--- src/rtl/otbn_imem_arb_if.sv ---
// rtl/otbn_imem_arb_if.sv - fetch, host and IMEM port bundle for the OTBN IMEM arbiter
interface otbn_imem_arb_if #(
    parameter int ImemSizeByte = 4096
);
    localparam int ImemAddrWidth = (ImemSizeByte > 1) ? $clog2(ImemSizeByte) : 1;

    logic                     busy_i;

    logic                     fetch_req_i;
    logic [ImemAddrWidth-1:0] fetch_addr_i;
    logic                     fetch_gnt_o;
    logic                     fetch_rvalid_o;
    logic [31:0]              fetch_rdata_o;
    logic                     fetch_rerror_o;

    logic                     host_req_i;
    logic                     host_we_i;
    logic [ImemAddrWidth-1:0] host_addr_i;
    logic [31:0]              host_wdata_i;
    logic                     host_gnt_o;
    logic                     host_rvalid_o;
    logic [31:0]              host_rdata_o;
    logic                     host_rerror_o;

    logic                     imem_req_o;
    logic                     imem_we_o;
    logic [ImemAddrWidth-1:0] imem_addr_o;
    logic [31:0]              imem_wdata_o;
    logic [31:0]              imem_rdata_i;
    logic                     imem_rvalid_i;
    logic                     imem_rerror_i;

    logic                     fetch_err_o;
    logic [7:0]               host_blocked_cnt_o;

    modport slave (
        input  busy_i,
        input  fetch_req_i, fetch_addr_i,
        output fetch_gnt_o, fetch_rvalid_o, fetch_rdata_o, fetch_rerror_o,
        input  host_req_i, host_we_i, host_addr_i, host_wdata_i,
        output host_gnt_o, host_rvalid_o, host_rdata_o, host_rerror_o,
        output imem_req_o, imem_we_o, imem_addr_o, imem_wdata_o,
        input  imem_rdata_i, imem_rvalid_i, imem_rerror_i,
        output fetch_err_o, host_blocked_cnt_o
    );

    modport master (
        output busy_i,
        output fetch_req_i, fetch_addr_i,
        input  fetch_gnt_o, fetch_rvalid_o, fetch_rdata_o, fetch_rerror_o,
        output host_req_i, host_we_i, host_addr_i, host_wdata_i,
        input  host_gnt_o, host_rvalid_o, host_rdata_o, host_rerror_o,
        input  imem_req_o, imem_we_o, imem_addr_o, imem_wdata_o,
        output imem_rdata_i, imem_rvalid_i, imem_rerror_i,
        input  fetch_err_o, host_blocked_cnt_o
    );
endinterface

--- src/rtl/otbn_imem_arb.sv ---
// rtl/otbn_imem_arb.sv - shares the IMEM port between core fetch and host, routes responses by owner
module otbn_imem_arb #(
    parameter int ImemSizeByte = 4096
) (
    input  logic            clk_i,
    input  logic            rst_ni,
    otbn_imem_arb_if.slave  bus
);
    localparam int ImemAddrWidth = (ImemSizeByte > 1) ? $clog2(ImemSizeByte) : 1;

    typedef enum logic [1:0] {
        OwnNone,
        OwnFetch,
        OwnHost,
        OwnBlocked
    } owner_e;

    owner_e                   owner_q, owner_d;
    logic                     busy_q;
    logic                     fetch_err_q;
    logic [7:0]               blk_cnt_q;
    logic                     fetch_to_imem, host_to_imem, host_refused;
    logic                     fetch_err_set, run_start;
    logic [ImemAddrWidth-1:0] addr_d;

    always_ff @(posedge clk_i or negedge rst_ni) begin
        if (!rst_ni) begin
            owner_q <= OwnNone;
        end else begin
            owner_q <= owner_d;
        end
    end

    // Grants and owner decode; busy gives fetch the port, idle gives it to the host.
    always_comb begin
        fetch_to_imem = bus.fetch_req_i & (bus.busy_i | ~bus.host_req_i);
        host_to_imem  = bus.host_req_i & ~bus.busy_i;
        host_refused  = bus.host_req_i & bus.busy_i;

        bus.fetch_gnt_o  = fetch_to_imem;
        bus.host_gnt_o   = bus.host_req_i;
        bus.imem_req_o   = fetch_to_imem | host_to_imem;
        bus.imem_we_o    = host_to_imem & bus.host_we_i;
        addr_d           = '0;
        bus.imem_wdata_o = '0;
        if (host_to_imem) begin
            addr_d           = bus.host_addr_i;
            bus.imem_wdata_o = bus.host_wdata_i;
        end else if (fetch_to_imem) begin
            addr_d = bus.fetch_addr_i;
        end
        bus.imem_addr_o = addr_d;

        owner_d = OwnNone;
        if (fetch_to_imem) begin
            owner_d = OwnFetch;
        end else if (host_to_imem) begin
            owner_d = OwnHost;
        end else if (host_refused) begin
            owner_d = OwnBlocked;
        end
    end

    // Routing keys off the registered owner, so a busy change after the grant cannot misroute.
    always_comb begin
        bus.fetch_rvalid_o = 1'b0;
        bus.fetch_rdata_o  = '0;
        bus.fetch_rerror_o = 1'b0;
        bus.host_rvalid_o  = 1'b0;
        bus.host_rdata_o   = '0;
        bus.host_rerror_o  = 1'b0;
        case (owner_q)
            OwnFetch: begin
                bus.fetch_rvalid_o = bus.imem_rvalid_i;
                bus.fetch_rdata_o  = bus.imem_rdata_i;
                bus.fetch_rerror_o = bus.imem_rvalid_i & bus.imem_rerror_i;
            end
            OwnHost: begin
                bus.host_rvalid_o = bus.imem_rvalid_i;
                bus.host_rdata_o  = bus.imem_rdata_i;
                bus.host_rerror_o = bus.imem_rvalid_i & bus.imem_rerror_i;
            end
            OwnBlocked: begin
                bus.host_rvalid_o = 1'b1;
                bus.host_rerror_o = 1'b1;
            end
            default: ;
        endcase
    end

    assign fetch_err_set = (owner_q == OwnFetch) & bus.imem_rvalid_i & bus.imem_rerror_i;
    assign run_start     = bus.busy_i & ~busy_q;

    always_ff @(posedge clk_i or negedge rst_ni) begin
        if (!rst_ni) begin
            busy_q      <= 1'b0;
            fetch_err_q <= 1'b0;
            blk_cnt_q   <= '0;
        end else begin
            busy_q <= bus.busy_i;
            if (fetch_err_set) begin
                fetch_err_q <= 1'b1;
            end else if (run_start) begin
                fetch_err_q <= 1'b0;
            end
            if (run_start) begin
                blk_cnt_q <= '0;
            end else if (host_refused && blk_cnt_q != 8'hff) begin
                blk_cnt_q <= blk_cnt_q + 8'd1;
            end
        end
    end

    assign bus.fetch_err_o        = fetch_err_q;
    assign bus.host_blocked_cnt_o = blk_cnt_q;
endmodule

--- src/flat_wrapper.sv ---
// flat-port wrapper written by rule: the top's interface ports become plain ports
module otbn_imem_arb_flat 
#(
    parameter int ImemSizeByte = 4096
)
  (clk_i, rst_ni, bus_busy_i, bus_fetch_req_i, bus_fetch_addr_i, bus_fetch_gnt_o, bus_fetch_rvalid_o, bus_fetch_rdata_o, bus_fetch_rerror_o, bus_host_req_i, bus_host_we_i, bus_host_addr_i, bus_host_wdata_i, bus_host_gnt_o, bus_host_rvalid_o, bus_host_rdata_o, bus_host_rerror_o, bus_imem_req_o, bus_imem_we_o, bus_imem_addr_o, bus_imem_wdata_o, bus_imem_rdata_i, bus_imem_rvalid_i, bus_imem_rerror_i, bus_fetch_err_o, bus_host_blocked_cnt_o);
  otbn_imem_arb_if #(.ImemSizeByte(ImemSizeByte)) bus_i ();
  input  logic clk_i;
  input  logic rst_ni;
  input wire logic [$bits(bus_i.busy_i)-1:0] bus_busy_i;
  input wire logic [$bits(bus_i.fetch_req_i)-1:0] bus_fetch_req_i;
  input wire logic [$bits(bus_i.fetch_addr_i)-1:0] bus_fetch_addr_i;
  output wire logic [$bits(bus_i.fetch_gnt_o)-1:0] bus_fetch_gnt_o;
  output wire logic [$bits(bus_i.fetch_rvalid_o)-1:0] bus_fetch_rvalid_o;
  output wire logic [$bits(bus_i.fetch_rdata_o)-1:0] bus_fetch_rdata_o;
  output wire logic [$bits(bus_i.fetch_rerror_o)-1:0] bus_fetch_rerror_o;
  input wire logic [$bits(bus_i.host_req_i)-1:0] bus_host_req_i;
  input wire logic [$bits(bus_i.host_we_i)-1:0] bus_host_we_i;
  input wire logic [$bits(bus_i.host_addr_i)-1:0] bus_host_addr_i;
  input wire logic [$bits(bus_i.host_wdata_i)-1:0] bus_host_wdata_i;
  output wire logic [$bits(bus_i.host_gnt_o)-1:0] bus_host_gnt_o;
  output wire logic [$bits(bus_i.host_rvalid_o)-1:0] bus_host_rvalid_o;
  output wire logic [$bits(bus_i.host_rdata_o)-1:0] bus_host_rdata_o;
  output wire logic [$bits(bus_i.host_rerror_o)-1:0] bus_host_rerror_o;
  output wire logic [$bits(bus_i.imem_req_o)-1:0] bus_imem_req_o;
  output wire logic [$bits(bus_i.imem_we_o)-1:0] bus_imem_we_o;
  output wire logic [$bits(bus_i.imem_addr_o)-1:0] bus_imem_addr_o;
  output wire logic [$bits(bus_i.imem_wdata_o)-1:0] bus_imem_wdata_o;
  input wire logic [$bits(bus_i.imem_rdata_i)-1:0] bus_imem_rdata_i;
  input wire logic [$bits(bus_i.imem_rvalid_i)-1:0] bus_imem_rvalid_i;
  input wire logic [$bits(bus_i.imem_rerror_i)-1:0] bus_imem_rerror_i;
  output wire logic [$bits(bus_i.fetch_err_o)-1:0] bus_fetch_err_o;
  output wire logic [$bits(bus_i.host_blocked_cnt_o)-1:0] bus_host_blocked_cnt_o;
  assign bus_i.busy_i = bus_busy_i;
  assign bus_i.fetch_req_i = bus_fetch_req_i;
  assign bus_i.fetch_addr_i = bus_fetch_addr_i;
  assign bus_fetch_gnt_o = bus_i.fetch_gnt_o;
  assign bus_fetch_rvalid_o = bus_i.fetch_rvalid_o;
  assign bus_fetch_rdata_o = bus_i.fetch_rdata_o;
  assign bus_fetch_rerror_o = bus_i.fetch_rerror_o;
  assign bus_i.host_req_i = bus_host_req_i;
  assign bus_i.host_we_i = bus_host_we_i;
  assign bus_i.host_addr_i = bus_host_addr_i;
  assign bus_i.host_wdata_i = bus_host_wdata_i;
  assign bus_host_gnt_o = bus_i.host_gnt_o;
  assign bus_host_rvalid_o = bus_i.host_rvalid_o;
  assign bus_host_rdata_o = bus_i.host_rdata_o;
  assign bus_host_rerror_o = bus_i.host_rerror_o;
  assign bus_imem_req_o = bus_i.imem_req_o;
  assign bus_imem_we_o = bus_i.imem_we_o;
  assign bus_imem_addr_o = bus_i.imem_addr_o;
  assign bus_imem_wdata_o = bus_i.imem_wdata_o;
  assign bus_i.imem_rdata_i = bus_imem_rdata_i;
  assign bus_i.imem_rvalid_i = bus_imem_rvalid_i;
  assign bus_i.imem_rerror_i = bus_imem_rerror_i;
  assign bus_fetch_err_o = bus_i.fetch_err_o;
  assign bus_host_blocked_cnt_o = bus_i.host_blocked_cnt_o;
  otbn_imem_arb #(.ImemSizeByte(ImemSizeByte)) u_core (.clk_i(clk_i), .rst_ni(rst_ni), .bus(bus_i));
endmodule
--- config.mk ---
export PLATFORM = sky130hd
export DESIGN_NAME = otbn_imem_arb_flat
export DESIGN_NICKNAME = d
export VERILOG_FILES = /design/src/rtl/otbn_imem_arb_if.sv /design/src/rtl/otbn_imem_arb.sv /design/src/flat_wrapper.sv
export SDC_FILE = /design/constraint.sdc
export NUM_CORES = 1
export LEC_CHECK = 0
export BUFFER_PORTS_ARGS = -buffer_cell sky130_fd_sc_hd__buf_2
export CORE_AREA = 5 5 83 85
export CTS_CLUSTER_SIZE = 14
export DETAILED_ROUTE_END_ITERATION = 7
export DIE_AREA = 0 0 88 90
export GPL_ROUTABILITY_DRIVEN = 0
export PLACE_DENSITY_LB_ADDON = 0.1
export RECOVER_POWER = 50
export SETUP_SLACK_MARGIN = 0.2
export SLEW_MARGIN = 20
export SYNTH_ARGS = -nofsm -noshare
export SYNTH_HDL_FRONTEND = slang
export SYNTH_SLANG_ARGS = --single-unit
--- constraint.sdc ---
create_clock -name clk_i -period 1.7 [get_ports clk_i]
set_input_delay 0.51 -clock clk_i [delete_from_list [all_inputs] [get_ports clk_i]]
set_output_delay 0.51 -clock clk_i [all_outputs]
set_load 0.02 [all_outputs]
; After elaboration in Yosys (flattened, before gate mapping)
; Index checks and enable logic that the tools add are counted.
[classes]
add_sub_neg = 1
eq_ne = 4
mux = 16
n_bitwise = 13
reduce_logical = 3
[ops]
columns = op, count
row1 = two-way mux 32 bit, 3
row2 = two-way mux 12 bit, 2
row3 = two-way mux 8 bit, 2
row4 = adder 8 x 1 -> 8 bit (second input constant), 1
row5 = AND 1 bit, 8
row6 = != test 8 bit (second input constant), 1
row7 = two-way mux 2 bit, 3
row8 = == test 2 bit (second input constant), 2
row9 = two-way mux 1 bit, 4
row10 = one-hot mux 1 bit (2 select lines), 2
row11 = nonzero test 2 bit, 2
row12 = NOT 1 bit, 3
row13 = == test 2 x 1 -> 1 bit (second input constant), 1
row14 = OR 1 bit, 2
row15 = logical AND 1 bit, 1
[totals]
reg_bits = 12
in_bits = 96
output_inout_bits = 125
word_cells = 41

; Depth between registers and ports, before layout
[logic_depth]
depth_word = 5
mapped_depth = 5

; Least setup slack after synthesis
; Ideal clock, no wire load.
[synth_path]
path_kind = input-to-output
start = input port bus_busy_i
end = output port bus_imem_addr_o[10]
arrival_ns = 1.414
required_time_ns = 1.190
setup_slack_ns = -0.224
cell_stages = 5
cell_sequence = and2b_1 > clkbuf_1 > buf_4 > nand2_1 > o21ai_0
[synth_via]
elab_chain_cells = 4
[synth_lines]
columns = item, line_no
row1 = "start, declared", flat_wrapper.sv:10  ; input wire logic [$bits(bus_i.busy_i)-1:0] bus_busy_i;
row2 = OR 1 bit, otbn_imem_arb.sv:36  ; fetch_to_imem = bus.fetch_req_i & (bus.busy_i | ~bus.host_req_i);
row3 = AND 1 bit, otbn_imem_arb.sv:36
row4 = two-way mux 12 bit, otbn_imem_arb.sv:49  ; end else if (fetch_to_imem) begin
row5 = two-way mux 12 bit (*), otbn_imem_arb.sv:46  ; if (host_to_imem) begin
row6 = "end, declared", flat_wrapper.sv:27  ; output wire logic [$bits(bus_i.imem_addr_o)-1:0] bus_imem_addr_o;
; Every way passes the cells marked *; elsewhere a longest branch is shown, timed or not.

; Final worst setup path
[layout_path]
start = input port bus_host_req_i
end = output port bus_imem_req_o
[layout_via]
elab_chain_cells = 4
[layout_lines]
columns = item, line_no
row1 = "start, declared", flat_wrapper.sv:17  ; input wire logic [$bits(bus_i.host_req_i)-1:0] bus_host_req_i;
row2 = NOT 1 bit, otbn_imem_arb.sv:36
row3 = OR 1 bit, otbn_imem_arb.sv:36
row4 = AND 1 bit, otbn_imem_arb.sv:36
row5 = OR 1 bit (*), otbn_imem_arb.sv:42  ; bus.imem_req_o = fetch_to_imem | host_to_imem;
row6 = "end, declared", flat_wrapper.sv:25  ; output wire logic [$bits(bus_i.imem_req_o)-1:0] bus_imem_req_o;
; Marks and branches as above.

==> summary.txt <==
status - finished with violations
violated checks - negative setup slack
critical path capture point type - output port
Die Wd - 88 um
worst endpoint required time - 1190 ps
power density over the cells - 431 mW/mm^2
critical path launch point type - primary input
Crit path top cell by count - buf_6
Worst Clk Skew - 0.893 ps
Rows - 29
normalized max-slew margin - 0.578
Root Buffer Master - clkbuf_8
max cap viols - 0
Fin Setup TNS - -18270 ps
clk sinks - 12
core area - 0.00613 mm^2
total power - 1.78 mW
HP Class - in -> async
Leakage - 2.15 nW
Gate Count Post-Synth - 206
final net count - 538
H-tree Lvls - 1
cell taking the most area after synthesis - and2_1
Buffers on Ports - 220
Initial Util - 0.232
DRT antenna net count - 0
Synth top area share - 0.431
Setup WS post-layout - -238 ps
CP Cell Sequence - buf_6, and2b_4, buf_12, buf_16, or2_4, buf_6
critical path class - in -> out
# IOs - 221
drt drc - 0
Area contributors post-synth - and2_1 43%, dfrtp_1 21%, nand2_1 6.6%
total global routing track utilization - 0.188
post-synthesis sequential area ratio - 0.211
DP Area - 0.00290 mm^2
Cell Area, Synth - 0.00142 mm^2
first-pass GRT wire length - 12.0 mm
RSZ-0062 raised after global routing - true
Synth Register Bits - 12
Clock Latency Late Sink - 240 ps
multi-input logic area - 0.00146 mm^2
Tmin final - 1940 ps
Worst-Margin Slew - 633 ps
synthesized net count - 303
final setup fails - 113
Mean Syn Cell Area - 6.91 um^2
initial antenna violation count - 1
Final Instance Area - 0.00414 mm^2
TritonRoute pass-1 iters - 4
warnings from Yosys - 0
dpl hpwl - 5.70 mm
f_max - 516 MHz
share of post-route cells with drive strength above 1 - 0.857
WL final - 8.28 mm
Peak VDD IR - 0.000394 V
Final Slew Violations - 0
vias - 2355
Iter 0 DRT Violations - 22
Synth cell types - 31
storage element area - 303 um^2
fill count - 491
Die Y-Extent - 90 um
CP peak stage delay - 230 ps
gr ovfl total - 0
Wirelength per Cell - 16.0 um
hold buffer count at cts - 0
CTS tree - done
die area - 0.00792 mm^2
vias in the first global route - 2445
Area Growth Syn to Fin - 191%
clock-pin transition on the worst setup and hold timing paths - 50 ps
Hold Fails Final Rpt - 0
CTS buffer count - 3
clock buffer depth - 2
maximum number of pins on one net before global-route repair - 31
critical path arrival - 1430 ps
Via-to-Cell Ratio - 4.55
CP max stage cell - or2_4
CP Max Fanout - 7
Final Cycle Share - 1.14
==> critical path, delay by kind of cell <==
family | cells | cell delay (ps)
buffers and inverters | 4 | 510
and+or+nand+nor | 2 | 400
==> worst paths after layout <==
kind	startpoint	endpoint	slack, ps	cells after the start
setup / recovery	bus_host_req_i	bus_imem_req_o	-240	6
hold / removal	rst_ni	u_core.bus.host_blocked_cnt_o[4]	260	1
setup reg to reg	u_core.bus.host_blocked_cnt_o[0]	u_core.bus.host_blocked_cnt_o[0]	270	6
hold reg to reg	u_core.bus.fetch_err_o	u_core.bus.fetch_err_o	470	1
max in group asynchronous	rst_ni	u_core.bus.host_blocked_cnt_o[1]	1000	1
min in group clk_i	u_core.bus.fetch_err_o	u_core.bus.fetch_err_o	470	1
==> synth_stat cells <==
cell / n
nor2_1: 3
nand4_1: 1
xor2_1: 1
dfrtp_1: 12
o21a_1: 2
nand2_2: 1
a21o_1: 1
and4_1: 1
or2b_1: 1
nor3b_1: 1
and3_1: 3
and2_1: 98
and4_4: 1
clkbuf_1: 12
or3_1: 1
and2b_1: 1
ha_1: 1
nor2b_1: 4
or2_2: 1
nand3_1: 4
buf_4: 2
mux2_2: 1
and4b_1: 1
nand2_1: 25
a41oi_1: 1
a31oi_1: 3
a21oi_1: 2
o21ai_0: 16
nor3_1: 3
o211ai_1: 1
a21boi_0: 1
==> cell type report <==
class,instances,share of cell area
clock buffer,4,0.0133
timing repair buffer,244,0.536
multi-input combinational,180,0.354
sequential,12,0.0731
antenna,1,0.000604
tap,77,0.0233
==> metal layers <==
metal  track usage  vias up  wire (um)
li1              -     1136          -
met2         0.372      131       4660
met3        0.0457       11        894
met5             0        -          0
met1         0.186     1077       2610
met4        0.0512        0        119
==> cell families after synthesis <==
kind of cell,after synthesis,share of synthesized area
simple gates,150,0.615
compound gates,27,0.109
buf+inv,14,0.0422
flops,12,0.211
xor+xnor,1,0.00616
mux,1,0.00792
fa+ha+maj,1,0.00879
==> placed cells by master, fill, tap and decap left out, types with 2 or more instances in the layout <==
cell,instances
buf_16,7
dfrtp_1,10
and3_1,2
o21ai_4,10
nand2_1,14
buf_6,118
a21oi_1,2
buf_2,102
clkbuf_8,4
a31oi_1,3
dfrtp_2,2
buf_4,9
buf_12,4
nand2_2,11
nor3_1,3
and2_2,18
clkbuf_1,2
o21ai_2,3
nor2_1,3
and2_4,77
o21ai_0,3
and2_1,3
nor2b_4,3
nand3_1,4
==> stage by stage <==
stage / instances / setup WS [ps] / util / hold slack, ps
2_1_floorplan: 206 / 2.13 / - / 214
3_3_place_gp: 497 / -315 / 0.472 / 401
3_5_place_dp: 497 / -333 / 0.472 / 400
4_1_cts: 515 / -236 / 0.635 / 139
5_1_grt: 518 / -268 / 0.675 / 340
6_report: 518 / -238 / 0.675 / 261
==> timing repair <==
item | in CTS | in global routing
pin swaps | 26 | 37
endpoints found under the setup margin | 115 | 119
setup buffers | 7 | 1
gates resized for setup | 237 | 94
cloned | 7 | 1
==> registers in the layout (all words and copies together) (netlist names) <==
signal,cells
u_core.owner_q,2
u_core.busy_q,1
u_core.bus.host_blocked_cnt_o,8
u_core.bus.fetch_err_o,1
==> report_power, final <==
group	internal, mW	switching, mW
sequential	0.308	0.0251
clock	0.205	0.106
combinational	0.622	0.516
total	1.14	0.647
Note: power is estimated with default switching activity, not from simulation.
